File: config.mk
export PLATFORM = sky130hd
export DESIGN_NAME = uart_rx_cfg
export DESIGN_NICKNAME = d
export VERILOG_FILES = /design/src/rtl/uart_pkg.sv /design/src/rtl/uart_baud_gen.sv /design/src/rtl/uart_rx_cfg.sv
export SDC_FILE = /design/constraint.sdc
export NUM_CORES = 1
export LEC_CHECK = 0
export ABC_AREA = 1
export BUFFER_PORTS_ARGS = -buffer_cell sky130_fd_sc_hd__buf_2
export CAP_MARGIN = 0
export CORE_ASPECT_RATIO = 2
export CORE_MARGIN = 5
export CORE_UTILIZATION = 39
export CTS_CLUSTER_SIZE = 40
export DETAILED_ROUTE_END_ITERATION = 10
export SYNTH_ARGS = -nofsm -noshare
export SYNTH_HDL_FRONTEND = slang
export SYNTH_SLANG_ARGS = --single-unit
File: constraint.sdc
create_clock -name sys_clk -period 2.2 [get_ports sys_clk]
set_clock_uncertainty 0.2 [all_clocks]
set_input_delay 0.22 -clock sys_clk [delete_from_list [all_inputs] [get_ports sys_clk]]
set_output_delay 0.22 -clock sys_clk [all_outputs]
set_load 0.1 [all_outputs]
File: src/rtl/uart_pkg.sv
// -----------------------------------------------------------------------------
// uart_pkg
// Shared definitions for the configurable UART blocks (receiver today, a
// matching transmitter later).
//   - PARITY_NONE / PARITY_ODD / PARITY_EVEN : parity mode encodings
//   - uart_state_e                           : receiver FSM states
//   - baud_max()                             : clock cycles per bit
//   - maj3()                                 : 2-of-3 majority vote
//   - parity_fail()                          : parity check for a given mode
// Optional build macro used by consumers: UART_RX_MAJORITY_EN.
// -----------------------------------------------------------------------------
package uart_pkg;

    localparam int PARITY_NONE = 0;
    localparam int PARITY_ODD  = 1;
    localparam int PARITY_EVEN = 2;

    typedef enum logic [2:0] {
        ST_IDLE   = 3'd0,
        ST_START  = 3'd1,
        ST_DATA   = 3'd2,
        ST_PARITY = 3'd3,
        ST_STOP   = 3'd4
    } uart_state_e;

    // Number of system clock cycles spanned by one bit on the line.
    function automatic int baud_max(input int clk_hz, input int bps);
        return clk_hz / bps;
    endfunction

    // 2-of-3 majority vote.
    function automatic logic maj3(input logic a, input logic b, input logic c);
        return (a & b) | (a & c) | (b & c);
    endfunction

    // ones_xor is the XOR of the data word and the received parity bit.
    function automatic logic parity_fail(input logic ones_xor, input int mode);
        logic fail_s;
        case (mode)
            PARITY_ODD:  fail_s = ~ones_xor;
            PARITY_EVEN: fail_s = ones_xor;
            default:     fail_s = 1'b0;
        endcase
        return fail_s;
    endfunction

endpackage

File: src/rtl/uart_baud_gen.sv
// -----------------------------------------------------------------------------
// uart_baud_gen
// Bit-period counter shared by the UART receiver and a future transmitter.
// Counts 0..CNT_MAX-1 and wraps while enabled; held at 0 while disabled.
//   clk   : system clock
//   rst_n : synchronous active-low reset
//   en    : count enable (frame in progress)
//   clr   : restart the bit period at 0 (start of a frame)
//   mid   : strobe at count MID_CNT (sampling point)
//   done  : strobe at count CNT_MAX-1 (bit boundary)
// -----------------------------------------------------------------------------
module uart_baud_gen #(
    parameter int CNT_MAX = 16,
    parameter int MID_CNT = CNT_MAX / 2 - 1
) (
    input  logic clk,
    input  logic rst_n,
    input  logic en,
    input  logic clr,
    output logic mid,
    output logic done
);

    localparam int CW = (CNT_MAX > 1) ? $clog2(CNT_MAX) : 1;

    logic [CW-1:0] cnt_r;

    // Bit-period counter with clear and wrap.
    always_ff @(posedge clk) begin
        if (!rst_n) begin
            cnt_r <= '0;
        end else if (clr || !en) begin
            cnt_r <= '0;
        end else if (cnt_r == CW'(CNT_MAX - 1)) begin
            cnt_r <= '0;
        end else begin
            cnt_r <= cnt_r + CW'(1);
        end
    end

    assign mid  = en && (cnt_r == CW'(MID_CNT));
    assign done = en && (cnt_r == CW'(CNT_MAX - 1));

endmodule

File: src/rtl/uart_rx_cfg.sv
// -----------------------------------------------------------------------------
// uart_rx_cfg
// Configurable UART receiver: DATA_BITS data bits (LSB first), optional odd or
// even parity, one or two stop bits. Rejects false starts, reports parity and
// framing errors, and emits one-cycle result pulses.
//   sys_clk    : system clock
//   sys_rst_n  : synchronous active-low reset
//   rx         : asynchronous serial input, idle high
//   po_data    : received word, held until the next po_flag
//   po_flag    : one-cycle pulse, po_data / parity_err / frame_err valid
//   parity_err : parity mismatch on the flagged frame
//   frame_err  : a stop bit was sampled low on the flagged frame
//   busy       : frame reception in progress
// Build option UART_RX_MAJORITY_EN: each bit decision becomes the 2-of-3 vote
// of the synchronised line one cycle before, at, and one cycle after the
// mid-bit point, which moves every decision (and po_flag) one cycle later.
// -----------------------------------------------------------------------------
module uart_rx_cfg
    import uart_pkg::*;
#(
    parameter int CLK_FREQ    = 50_000_000,
    parameter int UART_BPS    = 9600,
    parameter int DATA_BITS   = 8,
    parameter int PARITY_MODE = 0,
    parameter int STOP_BITS   = 1
) (
    input  logic                 sys_clk,
    input  logic                 sys_rst_n,
    input  logic                 rx,
    output logic [DATA_BITS-1:0] po_data,
    output logic                 po_flag,
    output logic                 parity_err,
    output logic                 frame_err,
    output logic                 busy
);

    localparam int BAUD_CNT_MAX = baud_max(CLK_FREQ, UART_BPS);
`ifdef UART_RX_MAJORITY_EN
    localparam int MID_CNT = BAUD_CNT_MAX / 2;
`else
    localparam int MID_CNT = BAUD_CNT_MAX / 2 - 1;
`endif

    logic                 sync1_r;
    logic                 sync2_r;
    logic                 dly_r;
`ifdef UART_RX_MAJORITY_EN
    logic                 dly2_r;
`endif
    logic                 sample_s;
    logic                 fall_s;
    logic                 mid_s;
    logic                 done_s;
    uart_state_e          state_r;
    logic [3:0]           bit_idx_r;
    logic [DATA_BITS-1:0] shift_r;
    logic                 par_err_r;
    logic                 frm_err_r;

    // Two-flop synchroniser plus delay flop(s) for edge detect and voting.
    always_ff @(posedge sys_clk) begin
        if (!sys_rst_n) begin
            sync1_r <= 1'b1;
            sync2_r <= 1'b1;
            dly_r   <= 1'b1;
`ifdef UART_RX_MAJORITY_EN
            dly2_r  <= 1'b1;
`endif
        end else begin
            sync1_r <= rx;
            sync2_r <= sync1_r;
            dly_r   <= sync2_r;
`ifdef UART_RX_MAJORITY_EN
            dly2_r  <= dly_r;
`endif
        end
    end

    // Line value used at each bit decision.
    always_comb begin
`ifdef UART_RX_MAJORITY_EN
        sample_s = maj3(sync2_r, dly_r, dly2_r);
`else
        sample_s = sync2_r;
`endif
    end

    assign fall_s = !sync2_r && dly_r;
    assign busy   = (state_r != ST_IDLE);

    uart_baud_gen #(
        .CNT_MAX (BAUD_CNT_MAX),
        .MID_CNT (MID_CNT)
    ) u_baud (
        .clk   (sys_clk),
        .rst_n (sys_rst_n),
        .en    (state_r != ST_IDLE),
        .clr   ((state_r == ST_IDLE) && fall_s),
        .mid   (mid_s),
        .done  (done_s)
    );

    // Frame FSM, data shift register, error accumulation and result registers.
    always_ff @(posedge sys_clk) begin
        if (!sys_rst_n) begin
            state_r    <= ST_IDLE;
            bit_idx_r  <= 4'd0;
            shift_r    <= '0;
            par_err_r  <= 1'b0;
            frm_err_r  <= 1'b0;
            po_data    <= '0;
            po_flag    <= 1'b0;
            parity_err <= 1'b0;
            frame_err  <= 1'b0;
        end else begin
            po_flag <= 1'b0;
            case (state_r)
                ST_IDLE: begin
                    if (fall_s) begin
                        state_r   <= ST_START;
                        bit_idx_r <= 4'd0;
                        par_err_r <= 1'b0;
                        frm_err_r <= 1'b0;
                    end
                end
                ST_START: begin
                    // Line back high mid start bit: glitch, not a frame.
                    if (mid_s && sample_s) begin
                        state_r <= ST_IDLE;
                    end else if (done_s) begin
                        state_r <= ST_DATA;
                    end
                end
                ST_DATA: begin
                    if (mid_s) begin
                        shift_r <= {sample_s, shift_r[DATA_BITS-1:1]};
                    end
                    if (done_s) begin
                        if (bit_idx_r == 4'(DATA_BITS - 1)) begin
                            bit_idx_r <= 4'd0;
                            state_r   <= (PARITY_MODE != PARITY_NONE) ? ST_PARITY : ST_STOP;
                        end else begin
                            bit_idx_r <= bit_idx_r + 4'd1;
                        end
                    end
                end
                ST_PARITY: begin
                    if (mid_s) begin
                        par_err_r <= parity_fail((^shift_r) ^ sample_s, PARITY_MODE);
                    end
                    if (done_s) begin
                        state_r <= ST_STOP;
                    end
                end
                ST_STOP: begin
                    // Finish at the last stop mid-sample so a following start
                    // bit with no idle gap is still caught by the edge detect.
                    if (mid_s) begin
                        if (bit_idx_r == 4'(STOP_BITS - 1)) begin
                            po_data    <= shift_r;
                            parity_err <= par_err_r;
                            frame_err  <= frm_err_r | ~sample_s;
                            po_flag    <= 1'b1;
                            bit_idx_r  <= 4'd0;
                            state_r    <= ST_IDLE;
                        end else begin
                            frm_err_r <= frm_err_r | ~sample_s;
                        end
                    end else if (done_s) begin
                        bit_idx_r <= bit_idx_r + 4'd1;
                    end
                end
                default: begin
                    state_r <= ST_IDLE;
                end
            endcase
        end
    end

endmodule

[Yosys cells after proc, flatten, opt, wreduce, memory -nomap -nowiden]
Cells that the tools add are included.
Word-level totals
  bits in latches: 0
  input bits: 3
  memories kept: 0
  output and inout bits: 12
  word-level logic and storage cells: 81
  flip-flop bits (word level): 44
  bits in writable memories: 0
  ROM bits: 0
Operators by class
  shifts and indexed selects: 0
  reductions and logical operators: 22
  multiply operators: 0
  bitwise logic cells: 3
  add/sub/neg operators: 2
  equality and inequality tests: 18
  $lt $le $gt $ge: 0
  multiplexer cells: 23
  div/mod/pow operators: 0
Operators with widths (count)
  3-bit two-way mux: 8
  4-bit two-way mux: 6
  2-bit inequality test (second input constant): 8
  3-bit case mux with 5 select lines: 1
  13-bit by 1-bit adder with 13-bit output (second input constant): 1
  13-bit by 12-bit equality test with 1-bit output (second input constant): 1
  13-bit equality test (second input constant): 1
  4-bit case mux with 3 select lines: 1
  3-bit inequality test (second input constant): 3
  3-bit AND reduction: 3
  7-bit AND reduction: 1
  3-bit by 2-bit equality test with 1-bit output (second input constant): 2
  3-bit nonzero test: 2
  1-bit logical AND: 5
  1-bit two-way mux: 5
  5-bit AND reduction: 1
  4-bit by 1-bit adder with 4-bit output (second input constant): 1
  4-bit by 3-bit equality test with 1-bit output (second input constant): 1
  4-bit logical NOT: 1
  1-bit case mux with 2 select lines: 2
  4-bit AND reduction: 1
  2-bit nonzero test: 2
  3-bit by 1-bit equality test with 1-bit output (second input constant): 1
  3-bit equality test (second input constant): 1
  7 further kinds: 9

[Depth between registers and ports, before layout]
Gate-level depths: netlist of run 1.
  word-level depth: 5
  mapped depth: 13
  mapped depth without buffers: 13

[Modules after synthesis]
From an unflattened synthesis of run 1, not the netlist that was laid out.
Unflattened totals
  cell total of the unflattened synthesis: 316
  area, all modules: 2199.6 um^2
Modules (own cells, without submodules)
  uart_rx_cfg: cells an instance 194, instances 1, sequential area each 580.6 um^2, area each 1405.1 um^2
  uart_baud_gen: cells an instance 122, instances 1, sequential area each 260.2 um^2, area each 794.5 um^2

[Worst setup path before layout of run 1]
Ideal clock, no wire load.
  path kind: register -> register
  start point: reg state_r[2]
  end point: reg bit_idx_r[0]
  setup slack: 0.109 ns
  data arrival time: 1.775 ns
  cell stages (with the launch flop): 10
  required time: 1.884 ns
  library setup time: 0.116 ns
  buffers on the path: 0
  clock period less this slack: 2.091 ns
  path through: dfxtp_1 -> inv_1 -> nand2_1 -> nor2_1 -> inv_1 -> nand3_1 -> nand2_2 -> nand2_2 -> o21ai_0 -> nor2_1
Between the ends
  cells in the longest elaborated chain, start to end: 4
  elaborated cells on any way between the ends: 14
  those cells by class: 6 x eq/ne; 2 x mux; 6 x reduce/logical
RTL lines
  start, declared: line uart_rx_cfg.sv:54  | uart_state_e state_r;
  start signal, assigned: line uart_rx_cfg.sv:141  | state_r <= (PARITY_MODE != PARITY_NONE) ? ST_PARITY : ST_STOP;
  3-bit nonzero test (*)
  net busy: line uart_rx_cfg.sv:34  | output logic busy
  1-bit logical AND (on tied branches): line uart_baud_gen.sv:41, uart_baud_gen.sv:42
  3-bit inequality test (no line), or another cell as far along
  5-bit AND reduction (no line) or 4-bit case mux with 3 select lines (tied branches)
  end signal, assigned: line uart_rx_cfg.sv:143  | bit_idx_r <= bit_idx_r + 4'd1;
  end signal, assigned: line uart_rx_cfg.sv:170  | bit_idx_r <= bit_idx_r + 4'd1;
  end, declared: line uart_rx_cfg.sv:55  | logic [3:0] bit_idx_r;
Mark *: on every way through the listed nets, which the timed path passes. The rest lies on a longest branch.
A chain may end at the register's enable or synchronous reset.

[Final worst setup path of run 1]
  start point: reg u_baud.cnt_r[0]
  end point: reg bit_idx_r[0]
Between the ends
  cells in the longest elaborated chain, start to end: 4
  elaborated cells on any way between the ends: 10
  those cells by class: 5 x eq/ne; 2 x mux; 3 x reduce/logical
RTL lines
  start, declared: line uart_baud_gen.sv:26  | logic [CW-1:0] cnt_r;
  start signal, assigned: line uart_baud_gen.sv:37  | cnt_r <= cnt_r + CW'(1);
  13-bit by 12-bit equality test with 1-bit output or 13-bit equality test (tied branches): line uart_baud_gen.sv:41, uart_baud_gen.sv:42
  1-bit logical AND (on tied branches): line uart_baud_gen.sv:41, uart_baud_gen.sv:42
  3-bit inequality test (no line), or another cell as far along
  5-bit AND reduction (no line) or 4-bit case mux with 3 select lines (tied branches)
Parallel ways exist; a longest one is shown, timed or not.

==> results of run 1 <==
## kinds of logic after synthesis
| kind of cell | count (synthesis) |
|---|---|
| buffers and inverters | 45 |
| and+or+nand+nor | 123 |
| other | 1 |
| DFF | 42 |
| AOI/OAI and AO/OA | 50 |
| xor gates and xnor gates | 4 |
| adders and majority gates | 3 |
## what timing repair did
item / CTS / global route
gates resized for setup: 0 / 0
setup buffers: 0 / 0
hold buffers: 1 / 0
endpoints found under the hold margin: 1 / 0
## metal layers
metal / vias up / global-route usage, % / routed length [µm]
met5: - / 0 / 0
li1: 881 / - / -
met2: 25 / 26.93 / 2232
met4: 0 / 8.241 / 155
met1: 770 / 13.41 / 1465
met3: 12 / 3.173 / 144
## metrics by stage
stage	cells	hold WS, ps	cell area, µm²	util [%]	power [mW]
global placement	336	194.2	2068	42.52	1.993
floorplan	268	126.6	1946	-	1.779
finish	345	54.02	2192	45.06	2.595
global route	345	93.43	2192	45.06	2.821
CTS	345	53.60	2192	45.06	2.630
detailed placement	336	204.0	2068	42.52	2.003
## power by group
group | switching (mW) | leakage, nW | internal, mW
clock | 0.279 | 0.0504 | 0.338
sequential | 0.0672 | 0.340 | 0.842
combinational | 0.734 | 0.563 | 0.335
total | 1.08 | 0.954 | 1.51
## state kept, by name, indices dropped and copies added, names as in the netlist
signal        flops
dly_r             1
sync1_r           1
frm_err_r         1
sample_s          1
state_r           3
bit_idx_r         4
frame_err         1
u_baud.cnt_r     13
po_data           8
shift_r           8
po_flag           1
## layout by cell type, fill, tap and decap left out, types with 3 or more instances in the layout
cell type	netlist	layout
a21oi_1	26	26
buf_2	2	13
buf_4	1	4
clkbuf_8	0	5
dfxtp_1	42	42
ha_1	3	3
inv_1	35	35
inv_2	4	4
nand2_1	44	44
nand2_2	6	6
nand3_1	13	13
nand4_1	4	4
nor2_1	38	38
nor2_2	4	4
nor3_1	5	5
o21ai_0	18	18
o21ai_1	3	3
xor2_1	4	4
## area by class of cell
cell class	count	area, µm²	area share [%]
multi-input combinational	181	914.6	41.72
sequential	42	840.8	38.36
inverter	39	146.4	6.678
timing repair buffer	18	105.1	4.795
tap	57	71.32	3.253
clock buffer	5	68.82	3.139
clock inverter	3	45.04	2.055
## path summary, 6_finish.rpt
check | startpoint | endpoint | slack, ps | cells past startpoint
setup reg to reg | u_baud.cnt_r[0]$_SDFF_PP0_ | bit_idx_r[0]$_SDFFE_PN0P_ | 240 | 12
setup / recovery | u_baud.cnt_r[0]$_SDFF_PP0_ | bit_idx_r[0]$_SDFFE_PN0P_ | 240 | 12
hold / removal | sys_rst_n | bit_idx_r[3]$_SDFFE_PN0P_ | 50 | 3
hold reg to reg | sync1_r$_SDFF_PN1_ | sample_s$_SDFF_PN1_ | 220 | 1
## worst register-to-register path, stage by stage (launching register included)
cell	delay, ps
dfxtp_1	370
ha_1	220
nand2_1	90
inv_1	50
nand2_1	70
nor2_2	160
nand2_2	120
nand2_4	120
nand2_2	70
nand2_2	80
nand2_2	80
o21ai_0	170
nor2_1	50
==> impl_metrics.yaml, run 1 <==
detailed_routing:
  ant_nets: 0
  first_iter_violations: 16
  totalWireLength_um: 3998
  firstDrtPassIters: 4
  vias_per_cell: 4.893
  wl_per_cell_um: 11.59
  drt_drc_violations_left: 0
  route.vias.total: 1688
cells_and_area:
  layout-drive-gt1-share_pct: 15.97
  fin_nets: 293
  n_fill_cell: 523
  areaGrowthSynthToFinish_pct: 12.67
  antenna_cells: 0
cts:
  ctsLongestPathBuffers: 2
  cts_tree: "yes"
  clk_pin_slew_ps: 80
  numCtsBuffers: 5
  cts.sinks: 42
  clk_latency_ps: 300
  cts_htree_levels: 2
  clockRootBuffer: "clkbuf_8"
placed_design:
  numPortBuffers: 13
  dp_slack_ps: 230.6
  globalplace.congestion: 0.8520
  dpl.hpwl_um: 3128
worst_setup_path:
  slowest_stage: "dfxtp_1"
  cp_common_cell: "nand2_2"
  path_buf_inv: 1
  path_cells: "ha_1 > nand2_1 > inv_1 > nand2_1 > nor2_2 > nand2_2 > nand2_4 > nand2_2 > nand2_2 > nand2_2 > o21ai_0 > nor2_1"
  critical-path-top-delay-family: "simple AND/OR/NAND/NOR gates"
  crit_path_start_kind: "flip-flop"
  crit_required_ps: 2200
  endpoint_kind: "flip-flop"
  worstPathArrival_ps: 1950
  path_max_fanout: 6
  worstSetupPathType: "flip-flop to flip-flop"
  slowest_delay_ps: 370
sta:
  fmax_mhz: 510.7
  fin_ws_ps: 242.0
  setup_tns_ps: 0
  min_period_ps: 1958
  rsz0062_at_grt: "no"
  setup_viol: 0
  final_hold_viol_count: 0
  fin_crit_sh_pct: 89.00
  drv_slew: 0
logic_synthesis:
  synth_top_family_by_area: "simple AND/OR/NAND/NOR gates"
  syn_nets: 274
  post-synth-top-count-cell: "nand2_1"
  synth_area_um2: 1946
  syn_inst: 268
  yosysSeqAreaShare_pct: 43.22
  synth_warnings: 0
  avgSynthCellArea_um2: 7.260
  ys.flop_type: "dfxtp_1"
  yosysTopAreaCell: "dfxtp_1"
  synth_top_cell_area_share_pct: 43.22
  synthAdderAreaFrac_pct: 1.929
  synth_enable_flop_cells: 0
  synth.area.mux_share_pct: 0
  synth-seq-cells: 42
  synth_area_leaders: "dfxtp_1 43%, nand2_1 8.5%, nor2_1 7.3%, inv_1 6.8%, a21oi_1 6.7%"
  ys_types: 29
  synth_compound_area_share_pct: 13.38
  synthXorXnorAreaFrac_pct: 1.801
  synth_common_cells: "44 x nand2_1, 42 x dfxtp_1, 38 x nor2_1, 35 x inv_1, 26 x a21oi_1"
  synth-simple-area-share_pct: 29.71
  synthArstFlopShare_pct: 0
floorplan:
  floorplan.initialDensity_pct: 39.99
  ios: 15
  fp.coreArea_um2: 4865
  placementRows: 36
  die_h_um: 109.9
  die_w_um: 59.95
  die_area_um2: 6587
status:
  status: "finished clean"
global_routing:
  gr-total-overflow: 0
  grt_max_degree: 24
  antenna_found_initial: 0
  grt_usage_pct: 14.35
  grt_pass1_wl_um: 7141
  grt_pass1_vias: 1673
pwr:
  vdd_drop_max_mv: 0.7689
  power_density_nw_per_um2: 1184
  leakagePower_nw: 0.9541
run:
  cap_violations: 0
min_path:
  hold_path_class: "primary input to flip-flop"
No activity file was read; power rests on OpenSTA's default activity.
==> inputs of run 2 (changes only) <==
CELL_PAD_IN_SITES_DETAIL_PLACEMENT = 1   (was default)
CELL_PAD_IN_SITES_GLOBAL_PLACEMENT = 2   (was default)
CORE_UTILIZATION = 34   (was 39)
HOLD_SLACK_MARGIN = 0.12   (was default)
PLACE_DENSITY_LB_ADDON = 0.1   (was default)
==> impl_metrics.yaml, run 2 (same netlist as run 1, synthesis figures left out) <==
status:
  status: "finished clean"
global_routing:
  grt_pass1_vias: 1804
  grt_max_degree: 24
  grt_pass1_wl_um: 8238
  grt_usage_pct: 14.29
  gr-total-overflow: 0
  antenna_found_initial: 0
worst_setup_path:
  crit_path_start_kind: "flip-flop"
  cp_common_cell: "inv_1"
  endpoint_kind: "output pin"
  path_max_fanout: 4
  worstSetupStartpoint: "state_r[2]$_SDFFE_PN0P_"
  slowest_delay_ps: 330
  critical-path-top-delay-family: "buffers and inverters"
  cp_num_cells: 5
  path_buf_inv: 3
  worstPathArrival_ps: 1540
  timing.rr.start: "u_baud.cnt_r[0]$_SDFF_PP0_"
  path_cells: "inv_1 > nand2_1 > nor2_1 > inv_1 > buf_2"
  slowest_stage: "dfxtp_1"
  crit_required_ps: 1780
  crit_path_end: "busy"
  ff2ff_setup_slack_ps: 250
  timing.rr.end: "bit_idx_r[0]$_SDFFE_PN0P_"
  worstRegToRegCells: 12
  worstSetupPathType: "flip-flop to output pin"
sta:
  fin_ws_ps: 244.6
  fin_crit_sh_pct: 88.88
  setup_viol: 0
  final_hold_viol_count: 0
  drv_slew: 0
  min_period_ps: 1955
  fmax_mhz: 511.4
  rsz0062_at_grt: "no"
  setup_tns_ps: 0
floorplan:
  die_h_um: 117.0
  die_area_um2: 7427
  fp.coreArea_um2: 5660
  die_w_um: 63.49
  placementRows: 39
  ios: 15
  floorplan.initialDensity_pct: 34.37
placed_design:
  dp.cells: 340
  globalplace.congestion: 0.7431
  dpl.hpwl_um: 3719
  numPortBuffers: 13
  dp_slack_ps: 250.7
cts:
  clockRootBuffer: "clkbuf_16"
  cts_htree_levels: 2
  numCtsBuffers: 5
  cts_setup_buffers: 0
  cts.sinks: 42
  clk_latency_ps: 290
  ctsLongestPathBuffers: 2
  cts_tree: "yes"
  cts_resized: 0
  clk_pin_slew_ps: 60
cells_and_area:
  areaGrowthSynthToFinish_pct: 16.14
  antenna_cells: 0
  largest-register: "u_baud.cnt_r"
  fin_nets: 294
  finalCoreUtilization_pct: 39.92
  layout_commonest_cell: "nand2_1"
  layout-drive-gt1-share_pct: 15.57
  largest_reg_flops: 13
  reg_top3: "u_baud.cnt_r x13, po_data x8, shift_r x8"
  final_cell_mix: "44 x nand2_1, 42 x dfxtp_1, 38 x nor2_1"
  fin_cells: 350
detailed_routing:
  drt_drc_violations_left: 0
  wl_per_cell_um: 13.49
  firstDrtPassIters: 3
  first_iter_violations: 59
  route.vias.total: 1707
  vias_per_cell: 4.877
  totalWireLength_um: 4723
  ant_nets: 0
pwr:
  power_density_nw_per_um2: 1245
  leakagePower_nw: 0.9858
  vdd_drop_max_mv: 0.9134
  p_total_mw: 2.813
min_path:
  hold_path_class: "flip-flop to flip-flop"
  hold_path_depth: 1
run:
  cap_violations: 0
==> run 2: routing by layer <==
| metal | share of wire, % | vias up | global-route usage [%] |
|---|---|---|---|
| met3 | 2.1 | 6 | 3.438 |
| met5 | 0 | - | 0 |
| li1 | - | 887 | - |
| met4 | 1.8 | 0 | 5.825 |
| met2 | 60 | 13 | 28.83 |
| met1 | 36 | 801 | 13.16 |
==> run 2: stage by stage <==
step	hold slack [ps]	instance area [µm²]
finish	218.5	2260
detailed placement	204.1	2073
global placement	197.3	2073
global route	240.0	2260
floorplan	126.6	1946
CTS	220.0	2260
==> run 2: area by class of cell <==
cell class	instances	area, µm²
Clock buffer	6	128.9
Clock inverter	2	37.54
Multi-Input combinational cell	181	914.6
Inverter	39	146.4
Timing Repair Buffer	19	115.1
Fill cell	749	3401
Tap cell	61	76.32
Sequential cell	42	840.8
==> run 2: power by group <==
group,switching [mW],total [mW],internal (mW)
Clock,0.306,0.842,0.536
Combinational,0.742,1.06,0.314
Sequential,0.0715,0.914,0.843
==> run 2: worst reg2reg max path, stage by stage (launching register included) <==
cell	delay [ps]
dfxtp_1	370
ha_1	220
nand2_1	80
inv_1	70
nand2_1	60
nor2_2	140
nand2_2	120
nand2_4	130
nand2_2	70
nand2_2	80
nand2_2	90
o21ai_0	170
nor2_1	50
==> run 2: worst min path at each step <==
stage / slack [ps] / start / to
3_3_place_gp: 200 / sync1_r$_SDFF_PN1_ / sample_s$_SDFF_PN1_
6_report: 220 / sync1_r$_SDFF_PN1_ / sample_s$_SDFF_PN1_
2_1_floorplan: 130 / rx / sync1_r$_SDFF_PN1_
3_5_place_dp: 200 / sync1_r$_SDFF_PN1_ / sample_s$_SDFF_PN1_
4_1_cts: 220 / sync1_r$_SDFF_PN1_ / sample_s$_SDFF_PN1_
5_1_grt: 240 / sync1_r$_SDFF_PN1_ / sample_s$_SDFF_PN1_
==> run 2: what timing repair did <==
action	4_1_cts	5_1_grt
endpoints found under the setup margin	0	0
hold buffers	2	0
hold endpoints to repair	2	0
==> inputs of run 3 (changes only) <==
--- a/config.mk
+++ b/config.mk
@@ -17,5 +17,5 @@
 export DETAILED_ROUTE_END_ITERATION = 10
 export HOLD_SLACK_MARGIN = 0.12
-export PLACE_DENSITY_LB_ADDON = 0.1
+export PLACE_DENSITY_LB_ADDON = 0.25
 export SYNTH_ARGS = -nofsm -noshare
 export SYNTH_HDL_FRONTEND = slang
==> constraint.sdc (replaced) <==
create_clock -name sys_clk -period 2.2 [get_ports sys_clk]
set_clock_uncertainty 0.2 [all_clocks]
set_input_delay 0 -clock sys_clk [delete_from_list [all_inputs] [get_ports sys_clk]]
set_output_delay 0 -clock sys_clk [all_outputs]
set_load 0.1 [all_outputs]
==> impl_metrics.yaml, run 3 (same netlist as run 1, synthesis figures left out) <==
status:
  status: "finished clean"
worst_setup_path:
  path_max_fanout: 6
  crit_required_ps: 2180
  crit_path_start_kind: "flip-flop"
  worstPathArrival_ps: 1910
  worstSetupPathType: "flip-flop to flip-flop"
  endpoint_kind: "flip-flop"
cells_and_area:
  final_cell_mix: "44 x nand2_1, 42 x dfxtp_1, 38 x nor2_1"
  n_fill_cell: 731
  fin_nets: 294
  areaGrowthSynthToFinish_pct: 15.24
  multiInputGateArea_um2: 914.6
  largest_reg_flops: 13
  reg_top3: "u_baud.cnt_r x13, po_data x8, shift_r x8"
  layout-drive-gt1-share_pct: 15.57
  layout.area.seq_um2: 840.8
  finalCoreUtilization_pct: 39.61
  largest-register: "u_baud.cnt_r"
  antenna_cells: 0
  layout_commonest_cell: "nand2_1"
global_routing:
  antenna_found_initial: 0
  grt_pass1_wl_um: 8155
  grt_usage_pct: 14.09
  grt_pass1_vias: 1804
  gr-total-overflow: 0
  grt_max_degree: 24
detailed_routing:
  vias_per_cell: 4.837
  dr.max_layer_used: "met4"
  wl_per_cell_um: 13.08
  drt_drc_violations_left: 0
  firstDrtPassIters: 3
  route.vias.total: 1693
  met3_length_um: 91
  first_iter_violations: 30
  ant_nets: 0
  totalWireLength_um: 4579
  route.met2.wl_um: 2590
  wl_met1_um: 1757
cts:
  cts_htree_levels: 2
  cts.sinks: 42
  cts_tree: "yes"
  ctsLongestPathBuffers: 2
  clk_latency_ps: 290
  clockRootBuffer: "clkbuf_16"
  numCtsBuffers: 5
  clk_pin_slew_ps: 60
  cts_resized: 0
placed_design:
  globalplace.congestion: 0.7563
  dpl.hpwl_um: 3653
  dp_slack_ps: 253.0
  numPortBuffers: 13
floorplan:
  die_w_um: 63.49
  ios: 15
  die_area_um2: 7427
  placementRows: 39
  floorplan.initialDensity_pct: 34.37
  fp.coreArea_um2: 5660
  die_h_um: 117.0
run:
  cap_violations: 0
sta:
  fin_ws_ps: 274.7
  final_hold_viol_count: 0
  min_period_ps: 1925
  setup_tns_ps: 0
  drv_slew: 0
  fin_crit_sh_pct: 87.51
  fmax_mhz: 519.4
  rsz0062_at_grt: "no"
  setup_viol: 0
  timing.hold.ws_ps: 216.3
pwr:
  power_density_nw_per_um2: 1209
  vdd_drop_max_mv: 0.7253
  leakagePower_nw: 0.9758
min_path:
  hold_path_class: "flip-flop to flip-flop"
run 3: changes by cell type in the layout (fill, tap and decap cells not counted):
| cell | change |
|---|---|
| buf_4 | -1 |
| dlygate4sd3_1 | +1 |
| clkinv_4 | +1 |
| clkinv_2 | +1 |
| clkbuf_1 | -1 |
| bufinv_16 | -1 |
run 3: critical path, cell delays in order (launching register included):
cell     delay, ps
dfxtp_1        370
ha_1           230
nand2_1         90
inv_1           60
nand2_1         50
nor2_2         140
nand2_2        110
nand2_4        120
nand2_2         70
nand2_2         80
nand2_2         90
o21ai_0        160
nor2_1          50
run 3: cell type report:
cell class / instances / share of cell area (%)
inverter: 39 / 6.529
clock buffer: 5 / 5.580
multi-input combinational: 181 / 40.79
timing repair buffer: 19 / 5.246
tap: 61 / 3.404
clock inverter: 3 / 0.9487
sequential: 42 / 37.50
run 3: worst paths after layout:
path,slack [ps],from,end,cells past startpoint
min reg2reg,220,sync1_r$_SDFF_PN1_,sample_s$_SDFF_PN1_,1
max reg2reg,270,u_baud.cnt_r[0]$_SDFF_PP0_,bit_idx_r[0]$_SDFFE_PN0P_,12
min,220,sync1_r$_SDFF_PN1_,sample_s$_SDFF_PN1_,1
max,270,u_baud.cnt_r[0]$_SDFF_PP0_,bit_idx_r[0]$_SDFFE_PN0P_,12
run 3: repair_timing:
action,CTS,global route
setup buffers,0,0
hold buffers,3,0
endpoints found under the hold margin,30,0
run 3: routing by layer:
layer  GRT usage (%)  vias to the layer above
met5               0                        -
met4           7.628                        0
met3           3.056                       10
met2           26.46                       16
met1           14.10                      780
li1                -                      887
run 3: metrics by stage:
step / instances / instance area [µm²] / power, mW
6_report: 350 / 2242 / 2.710
5_1_grt: 350 / 2242 / 2.943
4_1_cts: 350 / 2242 / 2.769
3_5_place_dp: 339 / 2066 / 2.015
3_3_place_gp: 339 / 2066 / 1.995
2_1_floorplan: 268 / 1946 / 1.779
run 3: report_power, final:
part           switching [mW]  total [mW]  internal [mW]  leakage [nW]
Sequential             0.0706       0.913          0.843         0.340
Clock                   0.314       0.734          0.420        0.0698
Combinational           0.746        1.06          0.316         0.566
Total                    1.13        2.71           1.58         0.976
